`config.mk`:
```
export PLATFORM = sky130hd
export DESIGN_NAME = vga_timing_gen
export DESIGN_NICKNAME = d
export VERILOG_FILES = /design/src/rtl/vga_timing_gen.sv
export SDC_FILE = /design/constraint.sdc
export NUM_CORES = 1
export LEC_CHECK = 0
export ABC_AREA = 1
export BUFFER_PORTS_ARGS = -buffer_cell sky130_fd_sc_hd__buf_2
export CAP_MARGIN = 15
export CORE_MARGIN = 2
export CORE_UTILIZATION = 50
export DETAILED_ROUTE_END_ITERATION = 16
export GPL_TIMING_DRIVEN = 1
export PLACE_DENSITY = 0.71
export SLEW_MARGIN = 25
export SYNTH_ARGS = -nofsm -noshare
export SYNTH_HDL_FRONTEND = slang
export SYNTH_SLANG_ARGS = --single-unit
export TNS_END_PERCENT = 30
```
`constraint.sdc`:
```
create_clock -name clk -period 1.9 [get_ports clk]
set_input_delay 0.285 -clock clk [delete_from_list [all_inputs] [get_ports clk]]
set_output_delay 0.285 -clock clk [all_outputs]
set_load 0.05 [all_outputs]
```
`src/rtl/vga_timing_gen.sv`:
```
// rtl/vga_timing_gen.sv - VGA raster timing generator driven by a sampled pixel-rate wave
module vga_timing_gen #(
    parameter int   H_ACTIVE = 640,
    parameter int   H_FP     = 16,
    parameter int   H_SYNC   = 96,
    parameter int   H_BP     = 48,
    parameter int   V_ACTIVE = 480,
    parameter int   V_FP     = 10,
    parameter int   V_SYNC   = 2,
    parameter int   V_BP     = 33,
    parameter logic SYNC_POL = 1'b0
) (
    input  logic       clk,
    input  logic       rst_n,
    input  logic       pix_clk_in,
    output logic       hsync,
    output logic       vsync,
    output logic       video_on,
    output logic [9:0] x,
    output logic [9:0] y,
    output logic       line_start,
    output logic       frame_start
);

    localparam int H_TOTAL = H_ACTIVE + H_FP + H_SYNC + H_BP;
    localparam int V_TOTAL = V_ACTIVE + V_FP + V_SYNC + V_BP;

    // Last count of each axis; the counters park here in reset so the
    // first pixel tick lands on (0,0).
    localparam logic [9:0] H_LAST = 10'(H_TOTAL - 1);
    localparam logic [9:0] V_LAST = 10'(V_TOTAL - 1);

    // Decode bounds are 11 bits wide so a sync end at exactly 1024 still compares correctly.
    localparam logic [10:0] H_VIS_END = 11'(H_ACTIVE);
    localparam logic [10:0] HS_BEG    = 11'(H_ACTIVE + H_FP);
    localparam logic [10:0] HS_END    = 11'(H_ACTIVE + H_FP + H_SYNC);
    localparam logic [10:0] V_VIS_END = 11'(V_ACTIVE);
    localparam logic [10:0] VS_BEG    = 11'(V_ACTIVE + V_FP);
    localparam logic [10:0] VS_END    = 11'(V_ACTIVE + V_FP + V_SYNC);

    logic       pix_prev;
    logic       tick;
    logic [9:0] h_cnt;
    logic [9:0] v_cnt;
    logic [9:0] h_next;
    logic [9:0] v_next;
    logic [10:0] h_ext;
    logic [10:0] v_ext;
    logic       hs_active;
    logic       vs_active;
    logic       vis_next;

    // Rising-edge detect on the sampled pixel wave, then next-count and decode logic.
    always_comb begin
        tick   = pix_clk_in & ~pix_prev;
        h_next = h_cnt;
        v_next = v_cnt;
        if (tick) begin
            if (h_cnt == H_LAST) begin
                h_next = 10'd0;
                if (v_cnt == V_LAST) begin
                    v_next = 10'd0;
                end else begin
                    v_next = v_cnt + 10'd1;
                end
            end else begin
                h_next = h_cnt + 10'd1;
            end
        end
        h_ext     = {1'b0, h_next};
        v_ext     = {1'b0, v_next};
        hs_active = (h_ext >= HS_BEG) && (h_ext < HS_END);
        vs_active = (v_ext >= VS_BEG) && (v_ext < VS_END);
        vis_next  = (h_ext < H_VIS_END) && (v_ext < V_VIS_END);
    end

    // Register counters and every output from the post-tick values; reset wins over a tick.
    always_ff @(posedge clk) begin
        if (!rst_n) begin
            pix_prev    <= 1'b1;
            h_cnt       <= H_LAST;
            v_cnt       <= V_LAST;
            hsync       <= ~SYNC_POL;
            vsync       <= ~SYNC_POL;
            video_on    <= 1'b0;
            line_start  <= 1'b0;
            frame_start <= 1'b0;
        end else begin
            pix_prev    <= pix_clk_in;
            h_cnt       <= h_next;
            v_cnt       <= v_next;
            hsync       <= hs_active ? SYNC_POL : ~SYNC_POL;
            vsync       <= vs_active ? SYNC_POL : ~SYNC_POL;
            video_on    <= vis_next;
            line_start  <= tick && (h_next == 10'd0);
            frame_start <= tick && (h_next == 10'd0) && (v_next == 10'd0);
        end
    end

    assign x = h_cnt;
    assign y = v_cnt;

endmodule

```
==> impl_metrics.csv <==
group,metric,value,unit
cts,cts.htree.levels,1,
global_route,grt-ovfl-total,0,
outcome,outcome,"complete, no violations",
timing,maxSlewViolCount,0,
layout,final.fill_count,269,
power,p_leak,0.945,nW
placement,dp_hpwl,2610,microns
synthesis,synthArstFlopShare,0,%
die,die_w,58.3,microns
synthesis,ys_seq_area_share,35.3,%
critical_path,start_kind,"register",
timing,fin_crit,1.77,ns
layout,finalCoreUtilization,64.2,%
global_route,antenna_found_initial,0,
global_route,grt-busiest-layer,"met1",
cts,cts_sinks,26,
global_route,first_global_vias,1340,
timing,relSlewSlack,81.9,%
cts,clk_latency,0.34,ns
layout,instances_no_fill,294,
routing,wl_per_cell,12.4,microns
critical_path,worstPathMaxFanout,8,
global_route,grt_pass1_wl,5800,microns
die,die_h,58.3,microns
placement,port_buffers,27,
power,ir_drop,0.575,mV
job,cap_violations,0,
critical_path,cp.arrival,2.00,ns
die,core_area,2780,sq um
min_path,hold_path_class,"primary input to register",
critical_path,rrSetupSlack,0.13,ns
cts,clk_pin_slew,0.15,ns
synthesis,synth_area,1480,sq um
routing,routed_via_density,5.24,
timing,setup_viol,0,
timing,hold_viol,0,
synthesis,synth_cell_types,25,
die,ioPinCount,28,
critical_path,endpoint_kind,"register",
critical_path,required,2.13,ns
critical_path,cp_common_cell,"inv_1",
cts,numCtsBuffers,3,
synthesis,syn_nets,238,
synthesis,yosysWarnings,0,
synthesis,synth-seq-cells,26,
critical_path,crit_slowest_cell,"dfxtp_2",
synthesis,ys_top_cells_by_count,"60 x nand2_1, 38 x nor2_1, 33 x inv_1",
routing,routed_wl,3640,microns
critical_path,critPathMaxStageDelay,0.42,ns
placement,gp_congestion,0.892,
synthesis,synth.top_cell.area_share,35.3,%
synthesis,yosysMostFrequentCell,"nand2_1",
timing,fin_crit_sh,93.4,%
timing,worst_clock_skew,0.00847,ns
synthesis,synth_edf_count,0,
global_route,grt_util_met3,1.98,%
global_route,met1_usage,34.0,%
routing,dr.first_iter.drc_count,94,
routing,drt-pass1-iter-count,4,
die,rows,19,
power,powerDensity,694,nW/um^2
critical_path,crit_buf_inv,2,
synthesis,synthCells,232,
layout,area_delta_synth_final,21.0,%
timing,rsz0062_at_grt,"true",
layout,antennaDiodeCount,0,
power,power,1.24,mW
placement,placed_cells,289,
cts,clockBufferDepth,2,
die,dieArea,3400,sq um
timing,fin_ws,0.125,ns
cts,cts_tree,"done",
global_route,grt_max_degree,16,
timing,worstMarginPinSlew,0.270,ns
critical_path,crit_chain,"inv_1, ha_1, inv_1, nor2_1, nand3_1, nor2_4, o21ai_1, nand2_1, nor3_1, nand4_1",
synthesis,synth.area.top_cells,"dfxtp_1 35%, nand2_1 15%, nor2_1 9.7%, nand3_1 8.8%, inv_1 8.4%",
layout,final_nets,270,
synthesis,syn_avg_cell_area,6.36,sq um
critical_path,cp_top_family,"simple AND/OR/NAND/NOR gates",
synthesis,synth_top_flop_cell,"dfxtp_1",
die,initial_core_util,53.1,%
routing,vias,1540,
routing,ant_nets,0,
critical_path,criticalPathCategory,"register to register",
routing,drc,0,
global_route,grt_use_met2,30.8,%
cts,root_buffer,"clkbuf_4",
layout,drive_gt1_share,23.6,%
synthesis,yosysTopAreaCell,"dfxtp_1",
global_route,grt_usage,21.8,%
timing,fmax,564,MHz
placement,place_ws,0.0643,ns
==> per-layer routing <==
metal / vias to the layer above / part of all wire, %
met4: 0 / 1.8
li1: 791 / -
met3: 7 / 5.4
met1: 690 / 49
met2: 52 / 43
met5: - / 0
==> final timing paths <==
kind	endpoint	depth (start not counted)	startpoint
setup / recovery	vsync	10	y[0]
hold / removal	pix_prev	2	pix_clk_in
setup reg to reg	vsync	10	y[0]
hold reg to reg	x[1]	2	x[1]
==> state kept, by name (all words and copies together), names as in the netlist <==
signal and flops:
frame_start 1, pix_prev 1, video_on 1, hsync 1
y 10, line_start 1, vsync 1, x 10
==> per-stage QoR <==
| step | hold slack, ns | setup TNS (ns) | cell area [sq um] |
|---|---|---|---|
| 6_report | 0.154 | 0 | 1790 |
| 5_1_grt | 0.151 | -0.0250 | 1790 |
| 4_1_cts | 0.151 | 0 | 1700 |
| 3_5_place_dp | 0.505 | 0 | 1650 |
| 3_3_place_gp | 0.500 | 0 | 1650 |
| 2_1_floorplan | 0.374 | 0 | 1480 |
==> where the power goes <==
part           switching [mW]  internal, mW
Combinational           0.190        0.0752
Sequential             0.0199         0.562
Clock                   0.178         0.214
Total                   0.389         0.851
==> placed cells by master, fill, tap and decap left out, types with 2 or more instances in the layout <==
master	n
ha_1	2
xor2_1	3
nand2_2	3
o21ai_0	4
buf_2	27
inv_1	33
nor3_1	3
inv_2	2
nand4_1	7
or2_2	2
o21ai_2	2
o21ai_1	3
nand2_1	58
dfxtp_1	22
nor2_1	35
buf_4	3
clkbuf_4	3
nor2_2	3
nor2_4	5
nand3_1	26
dfxtp_2	3
==> logic make-up (layout without fill, tap and decap cells) <==
logic type	count (synthesis)	after routing	synth area share, %
DFF	26	26	35.3
and+or+nand+nor	148	148	44.8
xor gates and xnor gates	4	4	2.37
buffers and inverters	40	71	10.8
adders and majority gates	3	3	2.54
AOI/OAI and AO/OA	11	11	4.15
==> repair_timing <==
action,CTS,global route
buffers inserted,0,1
hold buffers,0,0
gates resized for setup,0,17
endpoints found under the setup margin,0,4
==> layout make-up <==
type / count / area [sq um] / area share, %
clock buffer: 3 / 22.5 / 1.26
timing repair buffer: 30 / 158 / 8.82
sequential: 26 / 528 / 29.6
clock inverter: 1 / 30.0 / 1.68
multi-input combinational: 166 / 868 / 48.6
inverter: 37 / 141 / 7.91
tap: 31 / 38.8 / 2.17
No activity file was read; power rests on OpenSTA's default activity.
